`src/rtl/othello_turn_controller_if.sv`:
```
// Purpose : bundles the game-sequencer handshake and status signals into one port.
// Latency : none (wiring only); the controller drives the slave-side outputs from flops.
// Backpressure: none; go and init_end are levels, ack is a pulse, and status outputs are levels/pulses.
// Ports   : go/init_end/ack/no_move/game_end go from master to slave;
//           init_start/new_move/player/timeout/pass_cnt/game_over go from slave to master.
interface othello_turn_controller_if #(
    parameter int PW = 1
);
    logic          go;
    logic          init_end;
    logic          ack;
    logic          no_move;
    logic          game_end;
    logic          init_start;
    logic          new_move;
    logic [PW-1:0] player;
    logic          timeout;
    logic [PW:0]   pass_cnt;
    logic          game_over;

    modport master (
        output go, init_end, ack, no_move, game_end,
        input  init_start, new_move, player, timeout, pass_cnt, game_over
    );

    modport slave (
        input  go, init_end, ack, no_move, game_end,
        output init_start, new_move, player, timeout, pass_cnt, game_over
    );
endinterface

```
`src/rtl/othello_turn_controller.sv`:
```
// Purpose : game sequencer running welcome, press-release start, board init, rotating turns and game over.
// Latency : every input is sampled at a clock edge and affects the outputs one cycle later; no comb in->out path.
// Backpressure: none; the controller only reacts to level/pulse inputs and never stalls its sources.
// Ports   : clock, reset (sync, active high); bus = slave side of othello_turn_controller_if.
module othello_turn_controller #(
    parameter int NUM_PLAYERS    = 2,
    parameter int TIMEOUT_CYCLES = 0
) (
    input  logic clock,
    input  logic reset,
    othello_turn_controller_if.slave bus
);
    localparam int PW = (NUM_PLAYERS > 2) ? $clog2(NUM_PLAYERS) : 1;
    localparam int TW = (TIMEOUT_CYCLES > 0) ? $clog2(TIMEOUT_CYCLES + 1) : 1;

    localparam logic [PW-1:0] LAST_P  = PW'(NUM_PLAYERS - 1);
    localparam logic [PW:0]   NP_C    = (PW + 1)'(NUM_PLAYERS);
    localparam logic [TW-1:0] TO_LAST = (TIMEOUT_CYCLES > 0) ? TW'(TIMEOUT_CYCLES - 1) : '0;

    localparam logic [2:0] WELC = 3'd0;
    localparam logic [2:0] ARM  = 3'd1;
    localparam logic [2:0] INIT = 3'd2;
    localparam logic [2:0] TURN = 3'd3;
    localparam logic [2:0] GAP  = 3'd4;
    localparam logic [2:0] OVER = 3'd5;

    logic [2:0]    state_q,   state_d;
    logic [PW-1:0] player_q,  player_d;
    logic [PW:0]   pass_q,    pass_d;
    logic [TW-1:0] timer_q,   timer_d;
    logic          timeout_q, timeout_d;

    logic expired;
    logic advance;
    logic pass_ev;

    // Expiry is only possible when a timeout is configured.
    assign expired = (TIMEOUT_CYCLES != 0) && (timer_q == TO_LAST);

    always_comb begin
        state_d   = state_q;
        player_d  = player_q;
        pass_d    = pass_q;
        timer_d   = timer_q;
        timeout_d = 1'b0;
        advance   = 1'b0;
        pass_ev   = 1'b0;

        case (state_q)
            WELC: if (bus.go) state_d = ARM;
            // Waiting for release makes a start (or restart) a full press-release.
            ARM:  if (!bus.go) state_d = INIT;
            INIT: begin
                if (bus.init_end) begin
                    state_d  = TURN;
                    player_d = '0;
                    pass_d   = '0;
                    timer_d  = '0;
                end
            end
            TURN: begin
                if (bus.game_end) begin
                    state_d = OVER;
                end else if (bus.ack) begin
                    pass_d  = '0;
                    advance = 1'b1;
                end else if (bus.no_move) begin
                    pass_ev = 1'b1;
                end else if (expired) begin
                    timeout_d = 1'b1;
                    pass_ev   = 1'b1;
                end else if (TIMEOUT_CYCLES != 0 && timer_q != TO_LAST) begin
                    // Saturating count; expiry forces an advance before it could wrap.
                    timer_d = timer_q + 1'b1;
                end

                if (pass_ev) begin
                    // A full round of consecutive passes ends the game.
                    if (pass_q + 1'b1 == NP_C) begin
                        state_d = OVER;
                        pass_d  = NP_C;
                    end else begin
                        pass_d  = pass_q + 1'b1;
                        advance = 1'b1;
                    end
                end

                if (advance) begin
                    player_d = (player_q == LAST_P) ? '0 : player_q + 1'b1;
                    timer_d  = '0;
                    state_d  = GAP;
                end
            end
            // One idle cycle so the move controller sees a fresh new_move edge per turn.
            GAP: begin
                timer_d = '0;
                state_d = TURN;
            end
            OVER: if (bus.go) state_d = ARM;
            default: state_d = WELC;
        endcase
    end

    always_ff @(posedge clock) begin
        if (reset) begin
            state_q   <= WELC;
            player_q  <= '0;
            pass_q    <= '0;
            timer_q   <= '0;
            timeout_q <= 1'b0;
        end else begin
            state_q   <= state_d;
            player_q  <= player_d;
            pass_q    <= pass_d;
            timer_q   <= timer_d;
            timeout_q <= timeout_d;
        end
    end

    assign bus.init_start = (state_q == INIT);
    assign bus.new_move   = (state_q == TURN);
    assign bus.game_over  = (state_q == OVER);
    assign bus.player     = player_q;
    assign bus.pass_cnt   = pass_q;
    assign bus.timeout    = timeout_q;
endmodule

```
`src/flat_wrapper.sv`:
```
// flat-port wrapper written by rule: the top's interface ports become plain ports
module othello_turn_controller_flat 
#(
    parameter int NUM_PLAYERS    = 2,
    parameter int TIMEOUT_CYCLES = 0
)
  (clock, reset, bus_go, bus_init_end, bus_ack, bus_no_move, bus_game_end, bus_init_start, bus_new_move, bus_player, bus_timeout, bus_pass_cnt, bus_game_over);
  othello_turn_controller_if #(.PW(1)) bus_i ();
  input  logic clock;
  input  logic reset;
  input wire logic [$bits(bus_i.go)-1:0] bus_go;
  input wire logic [$bits(bus_i.init_end)-1:0] bus_init_end;
  input wire logic [$bits(bus_i.ack)-1:0] bus_ack;
  input wire logic [$bits(bus_i.no_move)-1:0] bus_no_move;
  input wire logic [$bits(bus_i.game_end)-1:0] bus_game_end;
  output wire logic [$bits(bus_i.init_start)-1:0] bus_init_start;
  output wire logic [$bits(bus_i.new_move)-1:0] bus_new_move;
  output wire logic [$bits(bus_i.player)-1:0] bus_player;
  output wire logic [$bits(bus_i.timeout)-1:0] bus_timeout;
  output wire logic [$bits(bus_i.pass_cnt)-1:0] bus_pass_cnt;
  output wire logic [$bits(bus_i.game_over)-1:0] bus_game_over;
  assign bus_i.go = bus_go;
  assign bus_i.init_end = bus_init_end;
  assign bus_i.ack = bus_ack;
  assign bus_i.no_move = bus_no_move;
  assign bus_i.game_end = bus_game_end;
  assign bus_init_start = bus_i.init_start;
  assign bus_new_move = bus_i.new_move;
  assign bus_player = bus_i.player;
  assign bus_timeout = bus_i.timeout;
  assign bus_pass_cnt = bus_i.pass_cnt;
  assign bus_game_over = bus_i.game_over;
  othello_turn_controller #(.NUM_PLAYERS(NUM_PLAYERS), .TIMEOUT_CYCLES(TIMEOUT_CYCLES)) u_core (.clock(clock), .reset(reset), .bus(bus_i));
endmodule
```
`config.mk`:
```
export PLATFORM = sky130hd
export DESIGN_NAME = othello_turn_controller_flat
export DESIGN_NICKNAME = d
export VERILOG_FILES = /design/src/rtl/othello_turn_controller_if.sv /design/src/rtl/othello_turn_controller.sv /design/src/flat_wrapper.sv
export SDC_FILE = /design/constraint.sdc
export NUM_CORES = 1
export LEC_CHECK = 0
export CORE_UTILIZATION = 25
export DETAILED_ROUTE_END_ITERATION = 7
export HOLD_SLACK_MARGIN = 0.03
export PLACE_DENSITY = 0.54
export SYNTH_ARGS = -nofsm -noshare
export SYNTH_HDL_FRONTEND = slang
export SYNTH_SLANG_ARGS = --single-unit
```
`constraint.sdc`:
```
create_clock -name clock -period 2.1 [get_ports clock]
set_clock_uncertainty 0.05 [all_clocks]
set_input_delay 0.21 -clock clock [delete_from_list [all_inputs] [get_ports clock]]
set_output_delay 0.21 -clock clock [all_outputs]
set_load 0.03 [all_outputs]
```
# Word-level counts from Yosys, hierarchy flattened
# Cells that the tools add are included.
# Widths: inputs -> output; s select.
# word_totals
in_bits,7
wordCells,50
regBits,6
output_inout_bits,7
# classes
reduce_logical,6
addsub,2
n_eq_ne,12
n_mux,27
# op_table
op,n
$mux 3,7
$pmux 3 s5,1
$mux 1,12
$mux 2,5
$eq 3x2->1 const B,2
$eq 3x3->1 const B,2
$ne 3x2->1 const B,2
$reduce_and 3->1,2
$ne 2x1->1 const B,2
$ne 2x2->1 const B,2
$pmux 2 s2,1
$reduce_and 4->1,1
$eq 3x1->1 const B,1
$logic_not 3->1,1
$add 2x1->2 const B,1
$eq 2x2->1 const B,1
$pmux 1 s2,1
$reduce_bool 2->1,1
$reduce_or 2->1,1
$add 1x1->1 const B,1

# Logic depth before layout (Yosys ltp)
# Gate-level depths: netlist of run 1.
# depth
depth_word,8
depth_mapped,6
mapped_depth_nobuf,6

# Least setup slack after synthesis of run 1
# Ideal clock, no wire load.
# synth_path
path_kind,reg2reg
startpoint,register u_core.state_q[0]
endpoint,register u_core.pass_q[0] (netlist: u_core.bus.pass_cnt[0])
t_arrival_ns,1.542
slack_ns,0.379
synth_period_minus_slack_ns,1.721
setup_ns,0.129
path_buffers,1
required_ns,1.921
stages_incl_launch_ff,6
path_cell_list,dfxtp_1 > buf_4 > nor3b_1 > nand2_1 > o31ai_1 > o21ai_0
# synth_via
elab_chain_cells,3
word_cells_on_any_way,8
cone_classes,eq/ne: 5; mux: 1; reduce/logical: 2
# synth_rtl
item,line_no,source
from (decl),othello_turn_controller.sv:27,"logic [2:0] state_q, state_d;"
from (signal assigned),othello_turn_controller.sv:112,state_q <= state_d;
$eq 3x2->1 (*),--,
via bus_init_start,flat_wrapper.sv:16,output wire logic [$bits(bus_i.init_start)-1:0] bus_init_start;
$ne 2x2->1 (no source line) or $reduce_bool 2->1 (tied branches),--,
$reduce_and 4->1 (no source line),--,
to (signal assigned),othello_turn_controller.sv:114,pass_q <= pass_d;
to (decl),othello_turn_controller.sv:29,"logic [PW:0] pass_q, pass_d;"
# Mark *: on every way through the listed nets, which the timed path passes. The rest lies on a longest branch.
# A chain may end at the register's enable or synchronous reset.

# Final worst setup path of run 1
# layout_path
startpoint,register u_core.state_q[1]
endpoint,output bus_new_move
# layout_via
elab_chain_cells,1
# layout_rtl
item,line_no,source
$eq 3x2->1,othello_turn_controller.sv:121,assign bus.new_move = (state_q == TURN);
to (decl),flat_wrapper.sv:17,output wire logic [$bits(bus_i.new_move)-1:0] bus_new_move;
# Every way passes these cells.

==> run summary, run 1 <==
Synth Cell Area - 389 um2
DRT antenna net count - 0
area grow syn2layout - 37.6%
# IOs - 14
final setup TNS - 0 ns
top cell type's share of synthesized area - 30.9%
largest net degree at the start of global routing - 11
crit share post-route - 93.7%
placed cells - 75
cells taking the most area after synthesis - dfxtp_1 (31%), ha_1 (6.4%), o31ai_1 (5.8%)
metal3 WL - 44 um
post-synth net total - 59
final WL - 850 um
Max Freq - 508 MHz
#FFs+latches synth - 6
Fillers - 153
grt total ovfl - 0
CP Launch Type - register
depth of the CTS H-tree - 1
setup bufs post-CTS - 0
post-route insts no fill - 78
hold buffer count at cts - 0
overall die area - 1720 um2
Syn Inst Count - 50
Total GRT Usage - 11.2%
CTS tree - yes
adder-cell area share of the yosys netlist - 6.43%
layout cells sized above 1 - 9.52%
Tmin final - 1.97 ns
mux contribution to synthesized area - 0%
leakage power - 0.195 nW
Synth Area in Compound Gates - 23.2%
Crit path required time - 1.84 ns
initial drt markers - 9
post-synthesis cell type count - 25
Worst Path Max Fanout - 8
uppermost layer routed - met4
row cnt - 13
ys flop type - dfxtp_1
post-synthesis async set-or-reset flop share - 0%
Max-cap violations - 0
Starting Density - 28.5%
HPWL Detailed - 633 um
core area - 1370 um2
Vias/cell - 4.79
wl on met1 - 418 um
critical path arrival - 1.71 ns
simple-gate area share of the yosys netlist - 30.9%
first-pass GRT wire length - 1.35 mm
Clock Latency Late Sink - 0.24 ns
nets - 74
CP Class - register to output port
routability cong. - 0.675
vias in the first global route - 329
PD cells - 520 nW/um2
1st-pass router iterations - 4
RSZ-0062 raised after global routing - false
Max Root-Sink Buffers - 2
Post-Synth XOR/XNOR Area - 0%
Hold Crit Class - register to register
CP Capture Type - output port
CTS clock-pin slew for the worst setup and hold paths - 0.04 ns
Yosys warning total - 0
average wire per standard cell - 10.9 um
largest family of logic cells by synthesized area - simple AND/OR/NAND/NOR gates
post-cts sizing count - 0
CTS sink count - 6
Post-synth EDFFs - 0
antenna cells - 0
Die Wd - 41.5 um
Die Span Y - 41.5 um
Worst VDD drop - 0.000140 V
DR vias - 374
Fin. Hold Viols - 0
final setup fails - 0
metal2 WL - 345 um
DR DRC count - 0
max-slew violation count - 0
status - completed
CTS root buf - clkbuf_4
port bufs - 12
initial antenna violation count - 0
setup slack, reg-to-reg - 0.70 ns
area leader, netlist - dfxtp_1
Mean Syn Cell Area - 7.78 um2
CTS Buf Count - 3
sequential-to-total area share from yosys stat - 30.9%
## critical path, stage by stage, from the launching register on
cell and delay [ns]:
dfxtp_1 0.42, and2b_2 0.23, nand2_1 0.08, inv_1 0.07
clkdlybuf4s50_1 0.66
## through the flow
stage,worst slack (ns),util [%],cell area [um2],hold WS [ns],power (W)
4_1_cts,0.127,39.2,536,0.472,0.000283
6_report,0.131,39.2,536,0.469,0.000279
3_5_place_dp,0.402,37.5,513,0.463,0.000176
5_1_grt,0.0388,39.2,536,0.505,0.000297
3_3_place_gp,0.391,37.5,513,0.466,0.000176
2_1_floorplan,0.379,-,389,0.229,0.000155
## layout make-up
class | count | area, um2 | share of cell area (%)
Tap cell | 15 | 18.8 | 3.50
Inverter | 4 | 15.0 | 2.80
Multi-Input combinational cell | 38 | 239 | 44.6
Sequential cell | 6 | 120 | 22.4
Timing Repair Buffer | 12 | 120 | 22.4
Clock buffer | 3 | 22.5 | 4.21
## kinds of logic (layout without fill, tap and decap cells)
| family | count (synthesis) | in the layout |
|---|---|---|
| other | 1 | 1 |
| AOI/OAI and AO/OA | 14 | 14 |
| buffers and inverters | 6 | 19 |
| adders and majority gates | 2 | 2 |
| and+or+nand+nor | 21 | 21 |
| DFF | 6 | 6 |
## layer usage
metal	GRT usage, %	up-vias
met5	0	-
met4	15.5	0
met3	2.61	4
met2	12.2	13
met1	14.6	156
li1	-	201
## cell usage after synthesis, drive strengths merged, types with 2 or more instances
master  n
nand2b  2
nor2b   2
nor2    4
o21bai  2
nor3b   2
o21ai   4
dfxtp   6
inv     4
nand2   3
ha      2
buf     2
o31ai   3
a21oi   2
## registers in the layout (all words and copies together) (netlist names)
| signal | count |
|---|---|
| u_core.bus.pass_cnt | 2 |
| u_core.bus.player | 1 |
| u_core.state_q | 3 |
## layout by cell type (no fill, tap or decap), types with 3 or more instances in the layout
master	netlist	routed
clkdlybuf4s50_1	0	12
inv_1	4	4
o31ai_1	3	3
clkbuf_4	0	3
nor2_1	4	4
o21ai_0	4	4
dfxtp_1	6	6
nand2_1	3	3
## where the power goes
part	switching, W	internal, W
logic	0.0000247	0.0000242
clock network	0.0000403	0.0000645
registers	0.00000693	0.000118
## path summary, 6_finish.rpt
path / start / depth (start not counted) / end
hold / removal: u_core.bus.player$_SDFFE_PP0P_ / 2 / u_core.bus.player$_SDFFE_PP0P_
setup reg to reg: u_core.state_q[1]$_SDFFE_PP0P_ / 4 / u_core.bus.pass_cnt[1]$_SDFFE_PP0P_
setup / recovery: u_core.state_q[1]$_SDFFE_PP0P_ / 4 / bus_new_move
hold reg to reg: u_core.bus.player$_SDFFE_PP0P_ / 2 / u_core.bus.player$_SDFFE_PP0P_
Power figures use the tool's default switching activity.
==> run 2, diff against run 1 <==
Settings changed: CTS_CLUSTER_DIAMETER from default to 100, SLEW_MARGIN from default to 10.
==> results of run 2 <==
No change in the layout: final DEF, timing and power equal those of run 1.
